## src/rtl/cla_arb_pkg.sv

```systemverilog
// Shared constants, ID-width helper and stage-1 layout for the shared-adder arbiter.
package cla_arb_pkg;

  localparam int DEF_WIDTH   = 8;
  localparam int DEF_NUM_REQ = 4;

  // A single requester still needs a one-bit tag so the ID port never collapses to zero width.
  function automatic int id_width(input int num_req);
    return (num_req <= 2) ? 1 : $clog2(num_req);
  endfunction

  localparam int DEF_ID_W = id_width(DEF_NUM_REQ);

  // Stage-1 contents at the default configuration; the top rebuilds this shape at its own widths.
  typedef struct packed {
    logic [DEF_ID_W-1:0]  id;
    logic [DEF_WIDTH-1:0] add1;
    logic [DEF_WIDTH-1:0] add2;
  } stage1_t;

endpackage

```

## src/rtl/cla_add_arbiter_if.sv

```systemverilog
// Request and result streams between the client datapaths and the shared-adder arbiter.
interface cla_add_arbiter_if
  import cla_arb_pkg::*;
#(
  parameter int WIDTH   = DEF_WIDTH,
  parameter int NUM_REQ = DEF_NUM_REQ
) ();

  localparam int ID_W = id_width(NUM_REQ);

  // Handshake rule on both streams: a beat transfers on a rising clock edge where valid and
  // ready are both high; valid must not depend on ready, and data is stable while valid waits.
  logic [NUM_REQ-1:0]       i_req_valid;
  logic [NUM_REQ*WIDTH-1:0] i_req_add1;
  logic [NUM_REQ*WIDTH-1:0] i_req_add2;
  logic [NUM_REQ-1:0]       o_req_ready;
  logic                     o_result_valid;
  logic                     i_result_ready;
  logic [WIDTH:0]           o_result;
  logic [ID_W-1:0]          o_result_id;
  logic                     o_busy;

  modport master (
    output i_req_valid, i_req_add1, i_req_add2, i_result_ready,
    input  o_req_ready, o_result_valid, o_result, o_result_id, o_busy
  );

  modport slave (
    input  i_req_valid, i_req_add1, i_req_add2, i_result_ready,
    output o_req_ready, o_result_valid, o_result, o_result_id, o_busy
  );

endinterface

```

## src/rtl/carry_lookahead_adder.sv

```systemverilog
// Carry-lookahead adder built from per-bit generate/propagate terms.
module carry_lookahead_adder #(
  parameter int WIDTH = 8
) (
  input  logic [WIDTH-1:0] i_a,
  input  logic [WIDTH-1:0] i_b,
  input  logic             i_cin,
  output logic [WIDTH-1:0] o_sum,
  output logic             o_cout
);

  logic [WIDTH-1:0] g;
  logic [WIDTH-1:0] p;
  logic [WIDTH:0]   c;
  logic             acc;

  assign g = i_a & i_b;
  assign p = i_a ^ i_b;

  // Each carry is the generate/propagate recurrence unrolled; synthesis flattens it into lookahead terms.
  always_comb begin
    c    = '0;
    acc  = i_cin;
    c[0] = i_cin;
    for (int i = 0; i < WIDTH; i++) begin
      acc      = g[i] | (p[i] & acc);
      c[i + 1] = acc;
    end
  end

  assign o_sum  = p ^ c[WIDTH-1:0];
  assign o_cout = c[WIDTH];

endmodule

```

## src/rtl/rr_arbiter.sv

```systemverilog
// Round-robin arbiter: one-hot winner searched from the pointer upward with wrap.
module rr_arbiter
  import cla_arb_pkg::*;
#(
  parameter int NUM_REQ = DEF_NUM_REQ
) (
  input  logic                          i_clk,
  input  logic                          i_rst,
  input  logic [NUM_REQ-1:0]            i_req,
  input  logic                          i_en,
  output logic [NUM_REQ-1:0]            o_grant,
  output logic [id_width(NUM_REQ)-1:0]  o_grant_id,
  output logic                          o_any
);

  localparam int ID_W = id_width(NUM_REQ);

  logic [ID_W-1:0] ptr;
  logic [ID_W-1:0] idx;
  logic            found;

  always_comb begin
    o_grant    = '0;
    o_grant_id = '0;
    found      = 1'b0;
    idx        = '0;
    for (int i = 0; i < NUM_REQ; i++) begin
      idx = ID_W'((int'(ptr) + i) % NUM_REQ);
      if (i_en && !found && i_req[idx]) begin
        o_grant[idx] = 1'b1;
        o_grant_id   = idx;
        found        = 1'b1;
      end
    end
    o_any = found;
  end

  // The winner gets lowest priority next time, which bounds any wait to NUM_REQ grants.
  always_ff @(posedge i_clk or posedge i_rst) begin
    if (i_rst) begin
      ptr <= '0;
    end else if (found) begin
      ptr <= (o_grant_id == ID_W'(NUM_REQ - 1)) ? '0 : o_grant_id + 1'b1;
    end
  end

endmodule

```

## src/rtl/cla_add_arbiter.sv

```systemverilog
// Shares one carry-lookahead adder among NUM_REQ requesters through a two-stage pipeline.
module cla_add_arbiter
  import cla_arb_pkg::*;
#(
  parameter int WIDTH   = DEF_WIDTH,
  parameter int NUM_REQ = DEF_NUM_REQ
) (
  input  logic              i_clk,
  input  logic              i_rst,
  cla_add_arbiter_if.slave  bus
);

  localparam int ID_W = id_width(NUM_REQ);

  typedef struct packed {
    logic [ID_W-1:0]  id;
    logic [WIDTH-1:0] add1;
    logic [WIDTH-1:0] add2;
  } s1_t;

  s1_t              s1_q;
  s1_t              s1_d;
  logic             s1_valid;
  logic             s2_valid;
  logic [WIDTH:0]   s2_sum;
  logic [ID_W-1:0]  s2_id;
  logic             s1_adv;
  logic             s2_adv;
  logic [NUM_REQ-1:0] grant;
  logic [ID_W-1:0]  grant_id;
  logic             grant_any;
  logic [WIDTH-1:0] sum;
  logic             cout;

  assign s2_adv = !s2_valid || bus.i_result_ready;
  assign s1_adv = !s1_valid || s2_adv;

  // Grants are suppressed during reset so nothing appears accepted while the pipeline is cleared.
  rr_arbiter #(.NUM_REQ(NUM_REQ)) u_arb (
    .i_clk      (i_clk),
    .i_rst      (i_rst),
    .i_req      (bus.i_req_valid),
    .i_en       (s1_adv && !i_rst),
    .o_grant    (grant),
    .o_grant_id (grant_id),
    .o_any      (grant_any)
  );

  always_comb begin
    s1_d    = '0;
    s1_d.id = grant_id;
    for (int k = 0; k < NUM_REQ; k++) begin
      if (grant[k]) begin
        s1_d.add1 = bus.i_req_add1[k*WIDTH +: WIDTH];
        s1_d.add2 = bus.i_req_add2[k*WIDTH +: WIDTH];
      end
    end
  end

  carry_lookahead_adder #(.WIDTH(WIDTH)) u_add (
    .i_a    (s1_q.add1),
    .i_b    (s1_q.add2),
    .i_cin  (1'b0),
    .o_sum  (sum),
    .o_cout (cout)
  );

  // Both stages may move on the same edge, so a drain, a shift and a new accept never bubble.
  always_ff @(posedge i_clk or posedge i_rst) begin
    if (i_rst) begin
      s1_valid <= 1'b0;
      s1_q     <= '0;
      s2_valid <= 1'b0;
      s2_sum   <= '0;
      s2_id    <= '0;
    end else begin
      if (s1_adv) begin
        s1_valid <= grant_any;
        if (grant_any) s1_q <= s1_d;
      end
      if (s2_adv) begin
        s2_valid <= s1_valid;
        s2_sum   <= {cout, sum};
        s2_id    <= s1_q.id;
      end
    end
  end

  assign bus.o_req_ready    = grant;
  assign bus.o_result_valid = s2_valid;
  assign bus.o_result       = s2_sum;
  assign bus.o_result_id    = s2_id;
  assign bus.o_busy         = s1_valid || s2_valid;

endmodule

```

## src/flat_wrapper.sv

```systemverilog
// flat-port wrapper written by rule: the top's interface ports become plain ports
module cla_add_arbiter_flat import cla_arb_pkg::*;
#(
  parameter int WIDTH   = DEF_WIDTH,
  parameter int NUM_REQ = DEF_NUM_REQ
)
  (i_clk, i_rst, bus_i_req_valid, bus_i_req_add1, bus_i_req_add2, bus_i_result_ready, bus_o_req_ready, bus_o_result_valid, bus_o_result, bus_o_result_id, bus_o_busy);
  cla_add_arbiter_if #(.WIDTH(WIDTH), .NUM_REQ(NUM_REQ)) bus_i ();
  input  logic i_clk;
  input  logic i_rst;
  input wire logic [$bits(bus_i.i_req_valid)-1:0] bus_i_req_valid;
  input wire logic [$bits(bus_i.i_req_add1)-1:0] bus_i_req_add1;
  input wire logic [$bits(bus_i.i_req_add2)-1:0] bus_i_req_add2;
  input wire logic [$bits(bus_i.i_result_ready)-1:0] bus_i_result_ready;
  output wire logic [$bits(bus_i.o_req_ready)-1:0] bus_o_req_ready;
  output wire logic [$bits(bus_i.o_result_valid)-1:0] bus_o_result_valid;
  output wire logic [$bits(bus_i.o_result)-1:0] bus_o_result;
  output wire logic [$bits(bus_i.o_result_id)-1:0] bus_o_result_id;
  output wire logic [$bits(bus_i.o_busy)-1:0] bus_o_busy;
  assign bus_i.i_req_valid = bus_i_req_valid;
  assign bus_i.i_req_add1 = bus_i_req_add1;
  assign bus_i.i_req_add2 = bus_i_req_add2;
  assign bus_i.i_result_ready = bus_i_result_ready;
  assign bus_o_req_ready = bus_i.o_req_ready;
  assign bus_o_result_valid = bus_i.o_result_valid;
  assign bus_o_result = bus_i.o_result;
  assign bus_o_result_id = bus_i.o_result_id;
  assign bus_o_busy = bus_i.o_busy;
  cla_add_arbiter #(.WIDTH(WIDTH), .NUM_REQ(NUM_REQ)) u_core (.i_clk(i_clk), .i_rst(i_rst), .bus(bus_i));
endmodule
```

## config.mk

```make
export PLATFORM = sky130hd
export DESIGN_NAME = cla_add_arbiter_flat
export DESIGN_NICKNAME = d
export VERILOG_FILES = /design/src/rtl/cla_arb_pkg.sv /design/src/rtl/cla_add_arbiter_if.sv /design/src/rtl/carry_lookahead_adder.sv /design/src/rtl/rr_arbiter.sv /design/src/rtl/cla_add_arbiter.sv /design/src/flat_wrapper.sv
export SDC_FILE = /design/constraint.sdc
export NUM_CORES = 1
export LEC_CHECK = 0
export ABC_AREA = 1
export BUFFER_PORTS_ARGS = -buffer_cell sky130_fd_sc_hd__buf_2
export CAP_MARGIN = 20
export CORE_UTILIZATION = 45
export CTS_BUF_LIST = sky130_fd_sc_hd__clkbuf_4
export DETAILED_ROUTE_END_ITERATION = 12
export HOLD_SLACK_MARGIN = 0.08
export PLACE_DENSITY = 0.85
export SLEW_MARGIN = 15
export SYNTH_ARGS = -nofsm -noshare
export SYNTH_HDL_FRONTEND = slang
export SYNTH_SLANG_ARGS = --single-unit
```

## constraint.sdc

```tcl
create_clock -name i_clk -period 4.4 [get_ports i_clk]
set_clock_uncertainty 0.2 [all_clocks]
set_input_delay 0.66 -clock i_clk [delete_from_list [all_inputs] [get_ports i_clk]]
set_output_delay 0.66 -clock i_clk [all_outputs]
set_load 0.05 [all_outputs]
```

; Word-level counts from Yosys, hierarchy flattened
; Index checks and enable logic that the tools add are counted.
[totals]
ram_bits = 0
latch_bits = 0
rom_bits = 0
output_inout_bits = 17
register_bits = 33
memories = 0
[classes]
shift = 0
n_eq_ne = 1
div_mod_pow = 0
n_mul = 0
mux = 33
reduce_logical = 22
bitwise = 20
order_cmp = 8
addsub = 4
[ops]
columns = cell, n
row1 = 16-bit 2-to-1 mux, 4
row2 = 4-bit 2-to-1 mux, 4
row3 = 8-bit XOR, 2
row4 = 1-bit logical AND, 12
row5 = 2-bit by 3-bit less-than comparator with 1-bit output (second input constant), 4
row6 = 1-bit 2-to-1 mux, 12
row7 = 4-bit bitwise OR, 3
row8 = 2-bit 2-to-1 mux, 5
row9 = 8-bit bitwise AND, 1
row10 = 1-bit binary-select mux with 2-bit select, 4
row11 = 1-bit demux with 2-bit select, 4
row12 = 2-bit by 1-bit greater-or-equal comparator with 1-bit output (second input constant), 4
row13 = 1-bit bitwise AND, 7
row14 = 1-bit bitwise OR, 7
row15 = 1-bit zero test, 6
row16 = 2-bit by 1-bit adder with 2-bit output (second input constant), 2
row17 = 2-bit adder (second input constant), 2
row18 = 1-bit logical OR, 3
row19 = 2-bit equality test (second input constant), 1
row20 = 2-bit AND reduction, 1

; Logic depth before layout (Yosys ltp)
[depth]
depth_word = 22
mapped_depth = 17
depth_no_buf = 16

; Modules after synthesis
; A second synthesis with hierarchy kept.
[hier_totals]
cells_unflattened = 362
area_unflattened_um2 = 2701.3
[modules_own_cells]
columns = module, cells_per_inst, seq_area_each_um2, n_inst, area_per_inst_um2
row1 = cla_add_arbiter, 254, 775.7, 1, 1936.9
row2 = rr_arbiter, 90, 50.0, 1, 566.8
row3 = carry_lookahead_adder, 18, 0.0, 1, 197.7

; Worst setup path before layout
; Ideal clock, no wire load.
[synth_timing]
path_kind = reg-to-reg
start = reg u_core.s1_q[0] (netlist name)
end = reg u_core.s2_sum[7], in the netlist u_core.bus.o_result[7]
period_less_slack_ns = 4.088
required_time_ns = 4.122
setup_ns = 0.078
slack_ns = 0.312
arrival_time_ns = 3.809
n_path_buf = 0
stages_incl_launch_ff = 11
path_cell_list = dfrtp_1 ha_1 fa_1 fa_1 fa_1 fa_1 fa_1 fa_1 inv_1 fa_1 a21oi_1
[synth_between]
elab_chain_cells = 14
[synth_rtl]
columns = item, line
row1 = start: declaration, cla_add_arbiter.sv:21  ; s1_t s1_q;
row2 = start signal: assignment, cla_add_arbiter.sv:72  ; s1_q <= '0;
row3 = start signal: assignment, cla_add_arbiter.sv:79  ; if (grant_any) s1_q <= s1_d;
row4 = 8-bit bitwise AND, carry_lookahead_adder.sv:17  ; assign g = i_a & i_b;
row5 = 1-bit bitwise AND, carry_lookahead_adder.sv:26  ; acc = g[i] | (p[i] & acc);
row6 = 1-bit bitwise OR, carry_lookahead_adder.sv:26
row7 = 1-bit bitwise AND, carry_lookahead_adder.sv:26
row8 = 1-bit bitwise OR, carry_lookahead_adder.sv:26
row9 = 1-bit bitwise AND, carry_lookahead_adder.sv:26
row10 = 1-bit bitwise OR, carry_lookahead_adder.sv:26
row11 = 1-bit bitwise AND, carry_lookahead_adder.sv:26
row12 = 1-bit bitwise OR, carry_lookahead_adder.sv:26
row13 = 1-bit bitwise AND, carry_lookahead_adder.sv:26
row14 = 1-bit bitwise OR, carry_lookahead_adder.sv:26
row15 = 1-bit bitwise AND, carry_lookahead_adder.sv:26
row16 = 1-bit bitwise OR, carry_lookahead_adder.sv:26
row17 = 8-bit XOR, carry_lookahead_adder.sv:31  ; assign o_sum = p ^ c[WIDTH-1:0];
row18 = end signal: assignment, cla_add_arbiter.sv:83  ; s2_sum <= {cout, sum};
row19 = end: declaration, cla_add_arbiter.sv:25  ; logic [WIDTH:0] s2_sum;
; Every way passes these cells.
; A chain may end at the register's enable or synchronous reset.

; Worst setup path after layout
; Same ends and word-level chain as after synthesis.

==> run metrics <==
status=completed; dpl ws=0.137 ns; type of the worst setup path=register to register; final setup fails=0; initial core utilization=0.473; CP max-delay cell=fa_1; Slew @ Worst Pin=0.527 ns; Top delay family on crit path=adder cells; switching part of the total=0.563; number of global-route vias before repair=between 2000 and 2500; Tmin final=4.19 ns; Area contributors post-synth=dfrtp_1, nand2_1, inv_1; Synth Instances=369; first-pass GRT wire length=10600 µm; H-tree levels=2; Avg Cell Area, Syn=~7.2 µm²; clock latency on the worst-skew pair=0.32 ns; FF+latch count, synth=33; diodes inserted=0; FP Rows=27; area fraction of the dominant cell type after synthesis=0.311; CTS Buf Count=5; Final Hold Fails=0; CP most frequent cell=fa_1; share of cells above drive strength 1=0.339; Die H=78.8 µm; Clock Power Share=0.055; post-layout utilization of the core=0.563; total clock sinks=33; Congestion Overflow GR=0; DP HPWL=5180 µm; DP Area=about 3100 µm²; Worst EP required=approximately 4.5 ns; maximum VDD drop=0.470 mV; area leader, netlist=dfrtp_1; nets=540; Final Wtd Congestion=0.908; Data arrival, critical path=4.23 ns; synth unique cells=30; synth warn=0; Leakage=1.85 nW; top cells by count, synth=nand2_1, inv_1, dfrtp_1, a21oi_1, nand2_2; Cell Pwr Density=867 nW/µm²; Total Wirelength=6410 µm; via count=2541; Main synth FF type=dfrtp_1; fin crit share=0.951; Post-synth EDFFs=0; cell with the most instances after synthesis=nand2_1; fill count=545; Max Slew Vio Count=0; register share of total power=0.217; DRC Markers=0; largest net degree at the start of global routing=34; RSZ-0062 raised after global routing=no; Worst Hold Class=primary input to async pin; FFs w/ async S/R, synth=1.00; Max Buffers Root-to-Sink=2; max incr delay on CP=0.47 ns; Hold Worst Slack=0.226 ns; Syn Nets=455; Worst-path clk slew=roughly 0.09 ns; die area=6210 µm²; Root Buffer Master=clkbuf_4; WL/cell=12.2 µm; P_int=1.20 mW; synthesized cell area=around 2700 µm²; TNS Setup=0 ns; Peak Freq=239 MHz; GRT Overall Usage=0.221; Seq/Total Area, Yosys=0.311; nature of the critical path endpoint=register; Area growth syn-to-layout=19.0%; initial DRC count=~140; max cap viols=0; number of port buffers=87; CTS tree=built; CORE AREA=5610 µm²; Slew headroom=0.648; crit start category=register; Antenna Nets Post-Route=0; Vias/cell=around 4.8; largest fanout on the critical path=2; antenna violations before repair=0; worst-path cell chain=ha_1, fa_1, fa_2, fa_1, fa_1, fa_1, fa_1, inv_1, fa_1, a21oi_1; Gate power share=0.727; switching power=1.54 mW; post-route cell area=about 3200 µm²; first-pass iteration count of the detailed router=4; Final WS setup=0.214 ns; Top Ports=88; Buf/Inv on CP=1; Die X=about 79 µm
final timing paths:
check	start	endpoint	slack (ns)	depth (start not counted)
max in group asynchronous	i_rst	u_core.s1_q[10]	3.48	3
worst min register to register	u_core.s1_valid	u_core.bus.o_result_valid	0.29	2
worst min-delay path	i_rst	u_core.bus.o_result[5]	0.23	3
min in group i_clk	u_core.s1_valid	u_core.bus.o_result_valid	0.29	2
worst max-delay path	u_core.s1_q[0]	u_core.bus.o_result[7]	0.21	10
worst max register to register	u_core.s1_q[0]	u_core.bus.o_result[7]	0.21	10
flip-flops by register name, summed over array words and instances, names as in the netlist:
| signal | count |
|---|---|
| u_core.bus.o_result | 9 |
| u_core.bus.o_result_id | 2 |
| u_core.bus.o_result_valid | 1 |
| u_core.s1_q | 18 |
| u_core.s1_valid | 1 |
| u_core.u_arb.ptr | 2 |
worst reg2reg max path: stages, from the launching register on:
cell	delay [ns]
dfrtp_1	0.39
ha_1	0.22
fa_1	0.47
fa_2	0.41
fa_1	0.45
fa_1	0.46
fa_1	0.46
fa_1	0.42
inv_1	0.10
fa_1	0.41
a21oi_1	0.13
logic make-up after synthesis:
| group | count (synthesis) | share of synthesized area |
|---|---|---|
| simple gates | 206 | 0.355 |
| buf+inv | 65 | 0.112 |
| compound gates | 41 | 0.0929 |
| flops | 33 | 0.311 |
| fa+ha+maj | 15 | 0.0906 |
| mux | 9 | 0.0382 |
layer usage:
layer  routed length (µm)  track usage
met5                    0            0
met4                   87       0.0630
met3                  277       0.0264
met2                 3220        0.384
met1                 2820        0.286
cells in the final DEF, fill, tap and decap left out, drive strengths merged, types with 3 or more instances in the layout:
cell type / instances
ha: 8
nor3: 4
mux2: 9
clkbuf: 6
a21oi: 36
o21ai: 3
dfrtp: 33
nor2: 11
nand4: 7
nand2: 170
nand3: 13
buf: 90
fa: 7
inv: 53
repair_timing:
action                     4_1_cts  5_1_grt
gates resized for setup          0        1
hold buffers                     0        0
setup endpoints to repair        0        1
buffers inserted                 0        0
hold endpoints to repair         0        0
power groups by stage:
stage / Combinational [mW] / Clock [mW] / Sequential, mW
2_1_floorplan: 1.40 / 0 / 0.765
3_3_place_gp: 1.90 / 0 / 0.587
3_5_place_dp: 1.98 / 0 / 0.600
4_1_cts: 1.99 / 0.160 / 0.594
5_1_grt: 2.25 / 0.172 / 0.615
6_report: 1.99 / 0.152 / 0.595
area by class of cell:
cell class / count / area, µm² / share of cell area
Tap cell: 72 / 90.1 / 0.0285
Sequential cell: 33 / 826 / 0.262
Multi-Input combinational cell: 271 / 1530 / 0.485
Timing Repair Buffer: 90 / 458 / 0.145
Clock inverter: 1 / 3.75 / 0.00119
Clock buffer: 6 / 45.0 / 0.0143
Inverter: 53 / 201 / 0.0638
through the flow:
step / instances / total power [mW]
final: 526 / 2.74
after global routing: 526 / 3.03
after CTS: 526 / 2.74
after detailed placement: 519 / 2.58
after global placement: 519 / 2.48
after floorplan: 369 / 2.17
No activity file was read; power rests on OpenSTA's default activity.
